===== src/rtl/mem_cmd_master_if.sv =====
// rtl/mem_cmd_master_if.sv - host command/response and memory request signal bundle
interface mem_cmd_master_if #(
  parameter int ADDR_WIDTH = 6,
  parameter int WIDTH      = 16
);
  // host command port
  logic                  cmd_valid_i;
  logic                  cmd_ready_o;
  logic                  cmd_wr_rd_i;
  logic [ADDR_WIDTH-1:0] cmd_addr_i;
  logic [WIDTH-1:0]      cmd_wdata_i;
  // host response port
  logic                  rsp_valid_o;
  logic                  rsp_ready_i;
  logic                  rsp_wr_o;
  logic [WIDTH-1:0]      rsp_rdata_o;
  logic                  rsp_err_o;
  // memory request port
  logic                  mem_valid_o;
  logic                  mem_wr_rd_o;
  logic [ADDR_WIDTH-1:0] mem_addr_o;
  logic [WIDTH-1:0]      mem_wdata_o;
  logic                  mem_ready_i;
  logic [WIDTH-1:0]      mem_rdata_i;
  // status
  logic                  busy_o;

  modport master (
    input  cmd_valid_i, cmd_wr_rd_i, cmd_addr_i, cmd_wdata_i,
    input  rsp_ready_i, mem_ready_i, mem_rdata_i,
    output cmd_ready_o, rsp_valid_o, rsp_wr_o, rsp_rdata_o, rsp_err_o,
    output mem_valid_o, mem_wr_rd_o, mem_addr_o, mem_wdata_o, busy_o
  );

  modport slave (
    output cmd_valid_i, cmd_wr_rd_i, cmd_addr_i, cmd_wdata_i,
    output rsp_ready_i, mem_ready_i, mem_rdata_i,
    input  cmd_ready_o, rsp_valid_o, rsp_wr_o, rsp_rdata_o, rsp_err_o,
    input  mem_valid_o, mem_wr_rd_o, mem_addr_o, mem_wdata_o, busy_o
  );
endinterface


===== src/rtl/mem_cmd_master.sv =====
// rtl/mem_cmd_master.sv - buffered single-outstanding request master for the single-port memory
module mem_cmd_master #(
  parameter int ADDR_WIDTH = 6,
  parameter int WIDTH      = 16,
  parameter int FIFO_DEPTH = 4,
  parameter int TIMEOUT    = 15
) (
  input  logic              clk_i,
  input  logic              rst_i,
  mem_cmd_master_if.master  bus
);

  localparam int PTR_W = $clog2(FIFO_DEPTH);
  localparam int CNT_W = $clog2(FIFO_DEPTH + 1);
  localparam int TMR_W = $clog2(TIMEOUT + 1);
  localparam int ENT_W = 1 + ADDR_WIDTH + WIDTH;

  typedef enum logic [1:0] {
    S_IDLE,
    S_ISSUE,
    S_WAIT,
    S_RESP
  } state_t;

  state_t state, state_nxt;

  logic [ENT_W-1:0] fifo_mem [FIFO_DEPTH];
  logic [PTR_W-1:0] wr_ptr;
  logic [PTR_W-1:0] rd_ptr;
  logic [CNT_W-1:0] count;
  logic             fifo_full;
  logic             fifo_empty;
  logic             push;
  logic             pop;

  logic [TMR_W-1:0] timer;
  logic [TMR_W-1:0] timer_inc;
  logic             timeout_hit;
  logic             cap_ok;
  logic             cap_err;

  // Ready looks only at the registered count, so a full FIFO refuses a push
  // even when the FSM pops in the same cycle.
  assign fifo_full   = (count == CNT_W'(FIFO_DEPTH));
  assign fifo_empty  = (count == '0);
  assign bus.cmd_ready_o = !fifo_full;
  assign push        = bus.cmd_valid_i && !fifo_full;

  assign timer_inc   = timer + TMR_W'(1);
  assign timeout_hit = (timer_inc == TMR_W'(TIMEOUT));

  assign bus.mem_valid_o = (state == S_ISSUE);
  assign bus.rsp_valid_o = (state == S_RESP);
  assign bus.busy_o      = !fifo_empty || (state != S_IDLE);

  // Command storage; contents need no reset because count gates every read.
  always_ff @(posedge clk_i) begin
    if (push) begin
      fifo_mem[wr_ptr] <= {bus.cmd_wr_rd_i, bus.cmd_addr_i, bus.cmd_wdata_i};
    end
  end

  // FIFO pointers and occupancy; pointers wrap naturally at the power-of-2 depth.
  always_ff @(posedge clk_i) begin
    if (rst_i) begin
      wr_ptr <= '0;
      rd_ptr <= '0;
      count  <= '0;
    end else begin
      if (push) wr_ptr <= wr_ptr + PTR_W'(1);
      if (pop)  rd_ptr <= rd_ptr + PTR_W'(1);
      unique case ({push, pop})
        2'b10:   count <= count + CNT_W'(1);
        2'b01:   count <= count - CNT_W'(1);
        default: count <= count;
      endcase
    end
  end

  // Transaction state register.
  always_ff @(posedge clk_i) begin
    if (rst_i) state <= S_IDLE;
    else       state <= state_nxt;
  end

  // Next state and per-cycle control strobes; a ready in the last WAIT cycle beats the timeout.
  always_comb begin
    state_nxt = state;
    pop       = 1'b0;
    cap_ok    = 1'b0;
    cap_err   = 1'b0;
    unique case (state)
      S_IDLE: begin
        if (!fifo_empty) begin
          pop       = 1'b1;
          state_nxt = S_ISSUE;
        end
      end
      S_ISSUE: begin
        state_nxt = S_WAIT;
      end
      S_WAIT: begin
        if (bus.mem_ready_i) begin
          cap_ok    = 1'b1;
          state_nxt = S_RESP;
        end else if (timeout_hit) begin
          cap_err   = 1'b1;
          state_nxt = S_RESP;
        end
      end
      S_RESP: begin
        if (bus.rsp_ready_i) state_nxt = S_IDLE;
      end
      default: state_nxt = S_IDLE;
    endcase
  end

  // Memory request fields load on pop and hold until the next pop.
  always_ff @(posedge clk_i) begin
    if (rst_i) begin
      bus.mem_wr_rd_o <= 1'b0;
      bus.mem_addr_o  <= '0;
      bus.mem_wdata_o <= '0;
    end else if (pop) begin
      {bus.mem_wr_rd_o, bus.mem_addr_o, bus.mem_wdata_o} <= fifo_mem[rd_ptr];
    end
  end

  // WAIT-cycle timer: cleared while issuing, saturates at TIMEOUT so it never wraps.
  always_ff @(posedge clk_i) begin
    if (rst_i) begin
      timer <= '0;
    end else if (state == S_ISSUE) begin
      timer <= '0;
    end else if (state == S_WAIT && timer != TMR_W'(TIMEOUT)) begin
      timer <= timer_inc;
    end
  end

  // Response fields capture once on leaving WAIT and stay put through RESP.
  always_ff @(posedge clk_i) begin
    if (rst_i) begin
      bus.rsp_wr_o    <= 1'b0;
      bus.rsp_rdata_o <= '0;
      bus.rsp_err_o   <= 1'b0;
    end else if (cap_ok) begin
      bus.rsp_wr_o    <= bus.mem_wr_rd_o;
      bus.rsp_rdata_o <= bus.mem_wr_rd_o ? '0 : bus.mem_rdata_i;
      bus.rsp_err_o   <= 1'b0;
    end else if (cap_err) begin
      bus.rsp_wr_o    <= bus.mem_wr_rd_o;
      bus.rsp_rdata_o <= '0;
      bus.rsp_err_o   <= 1'b1;
    end
  end

endmodule


===== src/flat_wrapper.sv =====
// flat-port wrapper written by rule: the top's interface ports become plain ports
module mem_cmd_master_flat 
#(
  parameter int ADDR_WIDTH = 6,
  parameter int WIDTH      = 16,
  parameter int FIFO_DEPTH = 4,
  parameter int TIMEOUT    = 15
)
  (clk_i, rst_i, bus_cmd_valid_i, bus_cmd_wr_rd_i, bus_cmd_addr_i, bus_cmd_wdata_i, bus_rsp_ready_i, bus_mem_ready_i, bus_mem_rdata_i, bus_cmd_ready_o, bus_rsp_valid_o, bus_rsp_wr_o, bus_rsp_rdata_o, bus_rsp_err_o, bus_mem_valid_o, bus_mem_wr_rd_o, bus_mem_addr_o, bus_mem_wdata_o, bus_busy_o);
  mem_cmd_master_if #(.ADDR_WIDTH(ADDR_WIDTH), .WIDTH(WIDTH)) bus_i ();
  input  logic clk_i;
  input  logic rst_i;
  input wire logic [$bits(bus_i.cmd_valid_i)-1:0] bus_cmd_valid_i;
  input wire logic [$bits(bus_i.cmd_wr_rd_i)-1:0] bus_cmd_wr_rd_i;
  input wire logic [$bits(bus_i.cmd_addr_i)-1:0] bus_cmd_addr_i;
  input wire logic [$bits(bus_i.cmd_wdata_i)-1:0] bus_cmd_wdata_i;
  input wire logic [$bits(bus_i.rsp_ready_i)-1:0] bus_rsp_ready_i;
  input wire logic [$bits(bus_i.mem_ready_i)-1:0] bus_mem_ready_i;
  input wire logic [$bits(bus_i.mem_rdata_i)-1:0] bus_mem_rdata_i;
  output wire logic [$bits(bus_i.cmd_ready_o)-1:0] bus_cmd_ready_o;
  output wire logic [$bits(bus_i.rsp_valid_o)-1:0] bus_rsp_valid_o;
  output wire logic [$bits(bus_i.rsp_wr_o)-1:0] bus_rsp_wr_o;
  output wire logic [$bits(bus_i.rsp_rdata_o)-1:0] bus_rsp_rdata_o;
  output wire logic [$bits(bus_i.rsp_err_o)-1:0] bus_rsp_err_o;
  output wire logic [$bits(bus_i.mem_valid_o)-1:0] bus_mem_valid_o;
  output wire logic [$bits(bus_i.mem_wr_rd_o)-1:0] bus_mem_wr_rd_o;
  output wire logic [$bits(bus_i.mem_addr_o)-1:0] bus_mem_addr_o;
  output wire logic [$bits(bus_i.mem_wdata_o)-1:0] bus_mem_wdata_o;
  output wire logic [$bits(bus_i.busy_o)-1:0] bus_busy_o;
  assign bus_i.cmd_valid_i = bus_cmd_valid_i;
  assign bus_i.cmd_wr_rd_i = bus_cmd_wr_rd_i;
  assign bus_i.cmd_addr_i = bus_cmd_addr_i;
  assign bus_i.cmd_wdata_i = bus_cmd_wdata_i;
  assign bus_i.rsp_ready_i = bus_rsp_ready_i;
  assign bus_i.mem_ready_i = bus_mem_ready_i;
  assign bus_i.mem_rdata_i = bus_mem_rdata_i;
  assign bus_cmd_ready_o = bus_i.cmd_ready_o;
  assign bus_rsp_valid_o = bus_i.rsp_valid_o;
  assign bus_rsp_wr_o = bus_i.rsp_wr_o;
  assign bus_rsp_rdata_o = bus_i.rsp_rdata_o;
  assign bus_rsp_err_o = bus_i.rsp_err_o;
  assign bus_mem_valid_o = bus_i.mem_valid_o;
  assign bus_mem_wr_rd_o = bus_i.mem_wr_rd_o;
  assign bus_mem_addr_o = bus_i.mem_addr_o;
  assign bus_mem_wdata_o = bus_i.mem_wdata_o;
  assign bus_busy_o = bus_i.busy_o;
  mem_cmd_master #(.ADDR_WIDTH(ADDR_WIDTH), .WIDTH(WIDTH), .FIFO_DEPTH(FIFO_DEPTH), .TIMEOUT(TIMEOUT)) u_core (.clk_i(clk_i), .rst_i(rst_i), .bus(bus_i));
endmodule

===== config.mk =====
export PLATFORM = sky130hd
export DESIGN_NAME = mem_cmd_master_flat
export DESIGN_NICKNAME = d
export VERILOG_FILES = /design/src/rtl/mem_cmd_master_if.sv /design/src/rtl/mem_cmd_master.sv /design/src/flat_wrapper.sv
export SDC_FILE = /design/constraint.sdc
export NUM_CORES = 1
export LEC_CHECK = 0
export CAP_MARGIN = 20
export CORE_UTILIZATION = 57
export CTS_CLUSTER_SIZE = 14
export DETAILED_ROUTE_END_ITERATION = 12
export PLACE_DENSITY_LB_ADDON = 0.15
export SETUP_SLACK_MARGIN = 0.5
export SYNTH_ARGS = -nofsm -noshare
export SYNTH_HDL_FRONTEND = slang
export SYNTH_SLANG_ARGS = --single-unit

===== constraint.sdc =====
create_clock -name clk_i -period 4.75 [get_ports clk_i]
set_input_delay 0.7125 -clock clk_i [delete_from_list [all_inputs] [get_ports clk_i]]
set_output_delay 0.7125 -clock clk_i [all_outputs]
set_load 0.02 [all_outputs]

==> flow_metrics.py, run 1 <==
metrics = {
    "run_status": {
        "outcome": "finished clean",
    },
    "worst_setup_path": {
        "startpoint_type": "flip-flop",
        "path_max_fanout": 26,
        "r2r-end": "u_core.count[2]$_SDFFE_PP0P_",
        "worstSetupEndpoint": "u_core.count[2]$_SDFFE_PP0P_",
        "rr_worst_depth": 9,
        "crit_type": "reg -> reg",
        "crit_start": "u_core.count[0]$_SDFFE_PP0P_",
        "cp.required_ps": 5190,
        "r2r_slack_ps": 1840,
        "arrival_ps": 3350,
        "end_kind": "flip-flop",
        "r2r_start": "u_core.count[0]$_SDFFE_PP0P_",
    },
    "cells_and_area": {
        "final_cell_mix": "edfxtp_1, clkdlybuf4s50_1, nand2_1",
        "fin_util_pct": 76.6,
        "syn_to_final_growth_pct": 29.1,
        "layout_commonest_cell": "edfxtp_1",
        "drive_gt1_share_pct": 13.5,
        "nFillCells": 592,
        "finalNetCount": 517,
        "diodes": 0,
    },
    "run": {
        "max-cap-violations": 0,
    },
    "power_and_ir_drop": {
        "vdd_drop_max_uv": 332,
        "powerDensity_nw_per_um2": 561,
        "power_leakage_nw": 2.44,
    },
    "drt": {
        "dr_total_vias": 3356,
        "drc": 0,
        "ant_nets": 0,
        "dr.pass1.iters": 4,
        "routed_wl_mm": 11.0,
        "wl_per_cell_um": 18.2,
        "drt_iter0_drc": 191,
        "vias_per_cell": 5.57,
    },
    "sta": {
        "slew_headroom_pct": 41.1,
        "fin_crit_ps": 2910,
        "tightest_slew_ps": 883,
        "worst_slack_ps": 1840,
        "grt_setup_unrepaired": "no",
        "min_period_over_period_pct": 61.2,
        "finalMaxSlewViolations": 0,
        "finalClockSkew_ps": 8.44,
        "finalHoldViolCount": 0,
        "tns_ps": 0,
        "fmax_mhz": 344,
        "setup_viol": 0,
    },
    "floorplanning": {
        "core_area_um2": 9280,
        "die_area_um2": 10100,
        "die_w_um": 100,
        "dieHeight_um": 100,
        "start_util_pct": 59.3,
        "io_pins": 89,
        "fp-row-count": 35,
    },
    "logic_synthesis": {
        "yosys_warnings": 0,
        "synth_edf_count": 92,
        "syn_area_um2": 5510,
        "synthDistinctLibCells": 44,
        "synthCells": 366,
        "yosysSeqAreaShare_pct": 69.8,
        "postSynthAreaPerCell_um2": 15.0,
        "synthFlopType": "edfxtp_1",
        "ys_seq_elements": 146,
        "syn-num-nets": 422,
        "async_reset_ff_share_pct": 0,
    },
    "hold_path": {
        "hold_depth": 2,
        "hold_class": "reg -> reg",
    },
    "global_route": {
        "grt_pass1_vias": 3396,
        "antenna_found_initial": 0,
        "grt_pass1_wl_mm": 17.6,
        "grt-ovfl-total": 0,
        "grt_max_degree": 40,
        "grt_usage_pct": 24.0,
    },
    "placement": {
        "dp_hpwl_mm": 6.91,
        "place_ws_ps": 1860,
        "io_buffers": 88,
        "place.gp.congestion": 0.759,
    },
    "clocking": {
        "root_buffer": "clkbuf_8",
        "h-tree-depth": 4,
        "cts-hold-fix-buffers": 0,
        "postCtsSetupBuffers": 0,
        "cts_num_sinks": 146,
        "cts_tree": "yes",
        "clk_latency_ps": 510,
        "path_clk_slew_ps": 60,
        "cts_buffers": 17,
        "cts_resized": 0,
        "cts_max_path_buffers": 2,
    },
}
[worst max-delay path, stage by stage (launching register included)]
cell	delay, ps
dfxtp_1	330
nor3_1	310
nand2b_1	180
clkinv_1	660
ha_1	550
inv_1	80
fa_1	170
xor2_1	80
or3_1	310
a21oi_1	150
[layout make-up]
cell class,instances,area [um^2],share of cell area (%)
clock buffers,22,443,6.23
clock inverters,10,77.6,1.09
multi-input cells,188,1530,21.5
inverters,13,48.8,0.686
well taps,129,161,2.27
flip-flops and latches,146,3840,54.1
repair buffers,95,1000,14.1
[sequential cells by signal, indices dropped and copies added (netlist names), 2 cells and up]
name / cells
u_core.rd_ptr: 2
u_core.state: 2
u_core.bus.mem_wdata_o: 16
u_core.bus.rsp_rdata_o: 16
u_core.count: 3
u_core.bus.mem_addr_o: 6
u_core.wr_ptr: 2
u_core.fifo_mem: 92
u_core.timer: 4
[layer usage]
metal	wire length (um)	GRT usage, %
met3	795	6.75
met2	5580	40.3
met4	214	10.4
met5	0	0
met1	4360	29.3
[Yosys cell counts, types with 3 or more instances]
| cell | instances | area share, % |
|---|---|---|
| a21oi_1 | 31 | 2.8 |
| nor2_1 | 8 | 0.55 |
| a22o_1 | 16 | 2.5 |
| and3_1 | 4 | 0.45 |
| dfxtp_1 | 54 | 20 |
| buf_2 | 3 | 0.27 |
| mux4_2 | 23 | 9.4 |
| xnor2_1 | 3 | 0.48 |
| ha_1 | 11 | 2.5 |
| clkbuf_1 | 13 | 0.89 |
| edfxtp_1 | 92 | 50 |
| inv_1 | 12 | 0.82 |
| xor2_1 | 3 | 0.48 |
| nor3_1 | 5 | 0.45 |
| nand2_1 | 55 | 3.7 |
[worst min-delay path by stage]
stage                                           startpoint                                     end  slack [ps]
floorplan                    u_core.wr_ptr[1]$_SDFFE_PP0P_           u_core.wr_ptr[1]$_SDFFE_PP0P_         470
global placement    u_core.bus.mem_wdata_o[2]$_SDFFE_PP0P_  u_core.bus.mem_wdata_o[2]$_SDFFE_PP0P_         440
detailed placement   u_core.bus.mem_addr_o[3]$_SDFFE_PP0P_   u_core.bus.mem_addr_o[3]$_SDFFE_PP0P_         450
CTS                  u_core.bus.mem_addr_o[3]$_SDFFE_PP0P_   u_core.bus.mem_addr_o[3]$_SDFFE_PP0P_         460
global route         u_core.bus.mem_addr_o[4]$_SDFFE_PP0P_   u_core.bus.mem_addr_o[4]$_SDFFE_PP0P_         470
finish              u_core.bus.mem_wdata_o[8]$_SDFFE_PP0P_  u_core.bus.mem_wdata_o[8]$_SDFFE_PP0P_         450
[per-stage QoR]
stage,total power [mW],hold WS (ps),instances,instance area [um^2]
after global placement,2.77,443,566,6480
after detailed placement,2.84,447,571,6590
after global routing,4.19,474,603,7110
final,3.99,453,603,7110
after CTS,4.02,455,603,7110
after floorplan,2.40,469,366,5510
[report_power, final]
group          switching (mW)  leakage, nW  internal, mW  total, mW
logic                   0.593        0.912         0.528       1.12
clock network           0.511        0.239         0.661       1.17
registers               0.143         1.28          1.55       1.70
[cells by family (layout without fill, tap and decap cells)]
| family | count (synthesis) | count (layout) | share of synthesized area [%] |
|---|---|---|---|
| compound gates | 62 | 62 | 7.73 |
| xor+xnor | 6 | 6 | 0.955 |
| fa+ha+maj | 12 | 12 | 2.86 |
| buf+inv | 32 | 140 | 2.39 |
| flops | 146 | 146 | 69.8 |
| mux | 23 | 23 | 9.41 |
| simple gates | 85 | 85 | 6.86 |
Note: power is estimated with default switching activity, not from simulation.
==> inputs of run 2 (changes only) <==
--- a/config.mk
+++ b/config.mk
@@ -6,7 +6,7 @@
 export NUM_CORES = 1
 export LEC_CHECK = 0
 export CAP_MARGIN = 20
-export CORE_UTILIZATION = 57
+export CORE_UTILIZATION = 48
 export CTS_CLUSTER_SIZE = 14
 export DETAILED_ROUTE_END_ITERATION = 12
 export PLACE_DENSITY_LB_ADDON = 0.15
==> constraint.sdc (replaced) <==
create_clock -name clk_i -period 2.3 [get_ports clk_i]
set_input_delay 0.345 -clock clk_i [delete_from_list [all_inputs] [get_ports clk_i]]
set_output_delay 0.345 -clock clk_i [all_outputs]
set_load 0.02 [all_outputs]
==> run 2 against run 1 <==
  * Routed wire length decreased by 1.5%
  * Flip-flop and latch count unchanged
  * Setup slack got worse by 1500 ps
  * Sequential share of layout area decreased by 1.8 points
  * Die area increased by 18%
  * Sequential power increased by 100%
  * Register-to-register slack got worse by 1500 ps
  * Worst hold slack got worse by 180 ps
  * Clock skew increased by 2.2 ps
  * Clock power increased by 140%
  * First-iteration DRC count increased by 16%
==> flow_metrics.py, run 2 (same netlist as run 1, synthesis figures left out) <==
metrics = {
    "run_status": {
        "outcome": "finished clean",
    },
    "drt": {
        "dr.pass1.iters": 4,
        "vias_per_cell": 5.41,
        "drc": 0,
        "wl_per_cell_um": 17.2,
        "ant_nets": 0,
        "drt_iter0_drc": 222,
        "dr_total_vias": 3387,
        "routed_wl_mm": 10.8,
    },
    "power_and_ir_drop": {
        "p_sw_share_pct": 29.9,
        "power_leakage_nw": 2.59,
        "p_seq_share_pct": 39.4,
        "comb_power_share_pct": 29.2,
        "p_clk_share_pct": 31.5,
        "power.internal_mw": 6.17,
        "finalPower_mw": 8.80,
        "p_switching_mw": 2.63,
        "vdd_drop_max_uv": 722,
        "powerDensity_nw_per_um2": 1190,
    },
    "sta": {
        "fin_crit_ps": 1940,
        "finalClockSkew_ps": 10.7,
        "slew_headroom_pct": 63.3,
        "grt_setup_unrepaired": "yes",
        "tns_ps": 0,
        "fmax_mhz": 515,
        "finalMaxSlewViolations": 0,
        "tightest_slew_ps": 549,
        "setup_viol": 0,
        "finalHoldViolCount": 0,
        "min_period_over_period_pct": 84.4,
    },
    "cells_and_area": {
        "final_cell_mix": "edfxtp_1, clkdlybuf4s50_1, nand2_1",
        "stdcell_count": 626,
        "layout_commonest_cell": "edfxtp_1",
        "finalNetCount": 529,
        "diodes": 0,
        "largest_reg_flops": 92,
        "design_area_um2": 7390,
        "fin_util_pct": 67.0,
        "nFillCells": 790,
        "top_register": "u_core.fifo_mem",
        "drive_gt1_share_pct": 21.4,
        "top_regs": "u_core.fifo_mem x92, u_core.bus.mem_wdata_o x16, u_core.bus.rsp_rdata_o x16",
        "syn_to_final_growth_pct": 34.2,
    },
    "global_route": {
        "use_met2_pct": 30.7,
        "top_usage_layer": "met2",
        "grt_usage_pct": 19.2,
        "use_met3_pct": 6.63,
        "grt_pass1_wl_mm": 16.5,
        "antenna_found_initial": 0,
        "use_met1_pct": 23.7,
        "grt_max_degree": 32,
        "grt-ovfl-total": 0,
        "grt_pass1_vias": 3215,
    },
    "clocking": {
        "cts_buffers": 17,
        "cts_tree": "yes",
        "path_clk_slew_ps": 60,
        "root_buffer": "clkbuf_16",
        "clk_latency_ps": 420,
        "h-tree-depth": 4,
        "cts-hold-fix-buffers": 0,
        "cts_max_path_buffers": 2,
        "cts_num_sinks": 146,
    },
    "worst_setup_path": {
        "critical_path_buf_inv_count": 3,
        "worst_path_most_repeated_cell": "inv_4",
        "end_kind": "flip-flop",
        "path_delay_family": "simple AND/OR/NAND/NOR gates",
        "path_max_fanout": 6,
        "max_stage_delay_ps": 360,
        "cp.required_ps": 2630,
        "arrival_ps": 2270,
        "path_cells": "inv_4 -> nand3_4 -> and2_4 -> inv_4 -> ha_4 -> inv_2 -> fa_2 -> xor2_1 -> or3_1 -> a21oi_1",
        "startpoint_type": "flip-flop",
        "crit_type": "reg -> reg",
        "crit_path_top_delay_cell": "dfxtp_4",
    },
    "placement": {
        "io_buffers": 88,
        "place_area_um2": 6640,
        "place.gp.congestion": 0.757,
        "dp_hpwl_mm": 6.41,
        "dp_cells": 586,
    },
    "run": {
        "max-cap-violations": 0,
    },
    "floorplanning": {
        "core_area_um2": 11000,
        "die_area_um2": 11900,
        "fp-row-count": 38,
        "start_util_pct": 49.9,
        "dieHeight_um": 109,
        "io_pins": 89,
        "die_w_um": 109,
    },
    "hold_path": {
        "hold_class": "in -> reg",
    },
}
## run 2: power groups by stage
stage	registers (mW)	logic [mW]	clock network (mW)
after global routing	3.51	2.81	2.95
final	3.46	2.57	2.77
after CTS	3.45	2.57	2.82
after global placement	3.47	2.49	0
after detailed placement	3.49	2.53	0
after floorplan	3.62	1.53	0
## run 2: stage by stage
step | worst slack, ps | hold slack, ps
2_1_floorplan | 274 | 444
3_3_place_gp | 83.8 | 443
3_5_place_dp | 12.3 | 447
4_1_cts | 350 | 246
5_1_grt | 286 | 264
6_report | 359 | 272
## run 2: worst paths after layout
| path | startpoint | cells after the start | end | slack (ps) |
|---|---|---|---|---|
| max | u_core.count[1]$_SDFFE_PP0P_ | 10 | u_core.count[2]$_SDFFE_PP0P_ | 360 |
| min reg2reg | u_core.bus.mem_wdata_o[7]$_SDFFE_PP0P_ | 2 | u_core.bus.mem_wdata_o[7]$_SDFFE_PP0P_ | 450 |
| max reg2reg | u_core.count[1]$_SDFFE_PP0P_ | 10 | u_core.count[2]$_SDFFE_PP0P_ | 360 |
| min | rst_i | 2 | u_core.timer[0]$_SDFFE_PP0P_ | 270 |
## run 2: area by class of cell
cell class | count | area, um^2 | area share (%)
well taps | 140 | 175 | 2.37
clock buffers | 20 | 447 | 6.04
multi-input cells | 188 | 1610 | 21.8
flip-flops and latches | 146 | 3860 | 52.3
repair buffers | 107 | 1070 | 14.4
inverters | 13 | 68.8 | 0.931
clock inverters | 12 | 156 | 2.12
## run 2: metal layers
metal  wire, um  share of wire, %  vias up
met2       5420                50      107
met1       4400                41     1672
met4        130               1.2        0
met3        839               7.8       16
met5          0                 0        -
li1           -                 -     1592
## run 2: what timing repair did
item,4_1_cts,5_1_grt
pin swaps,2,23
endpoints found under the setup margin,24,23
gates cloned,0,1
endpoints found under the hold margin,0,0
setup buffers,2,5
gates resized for setup,14,19
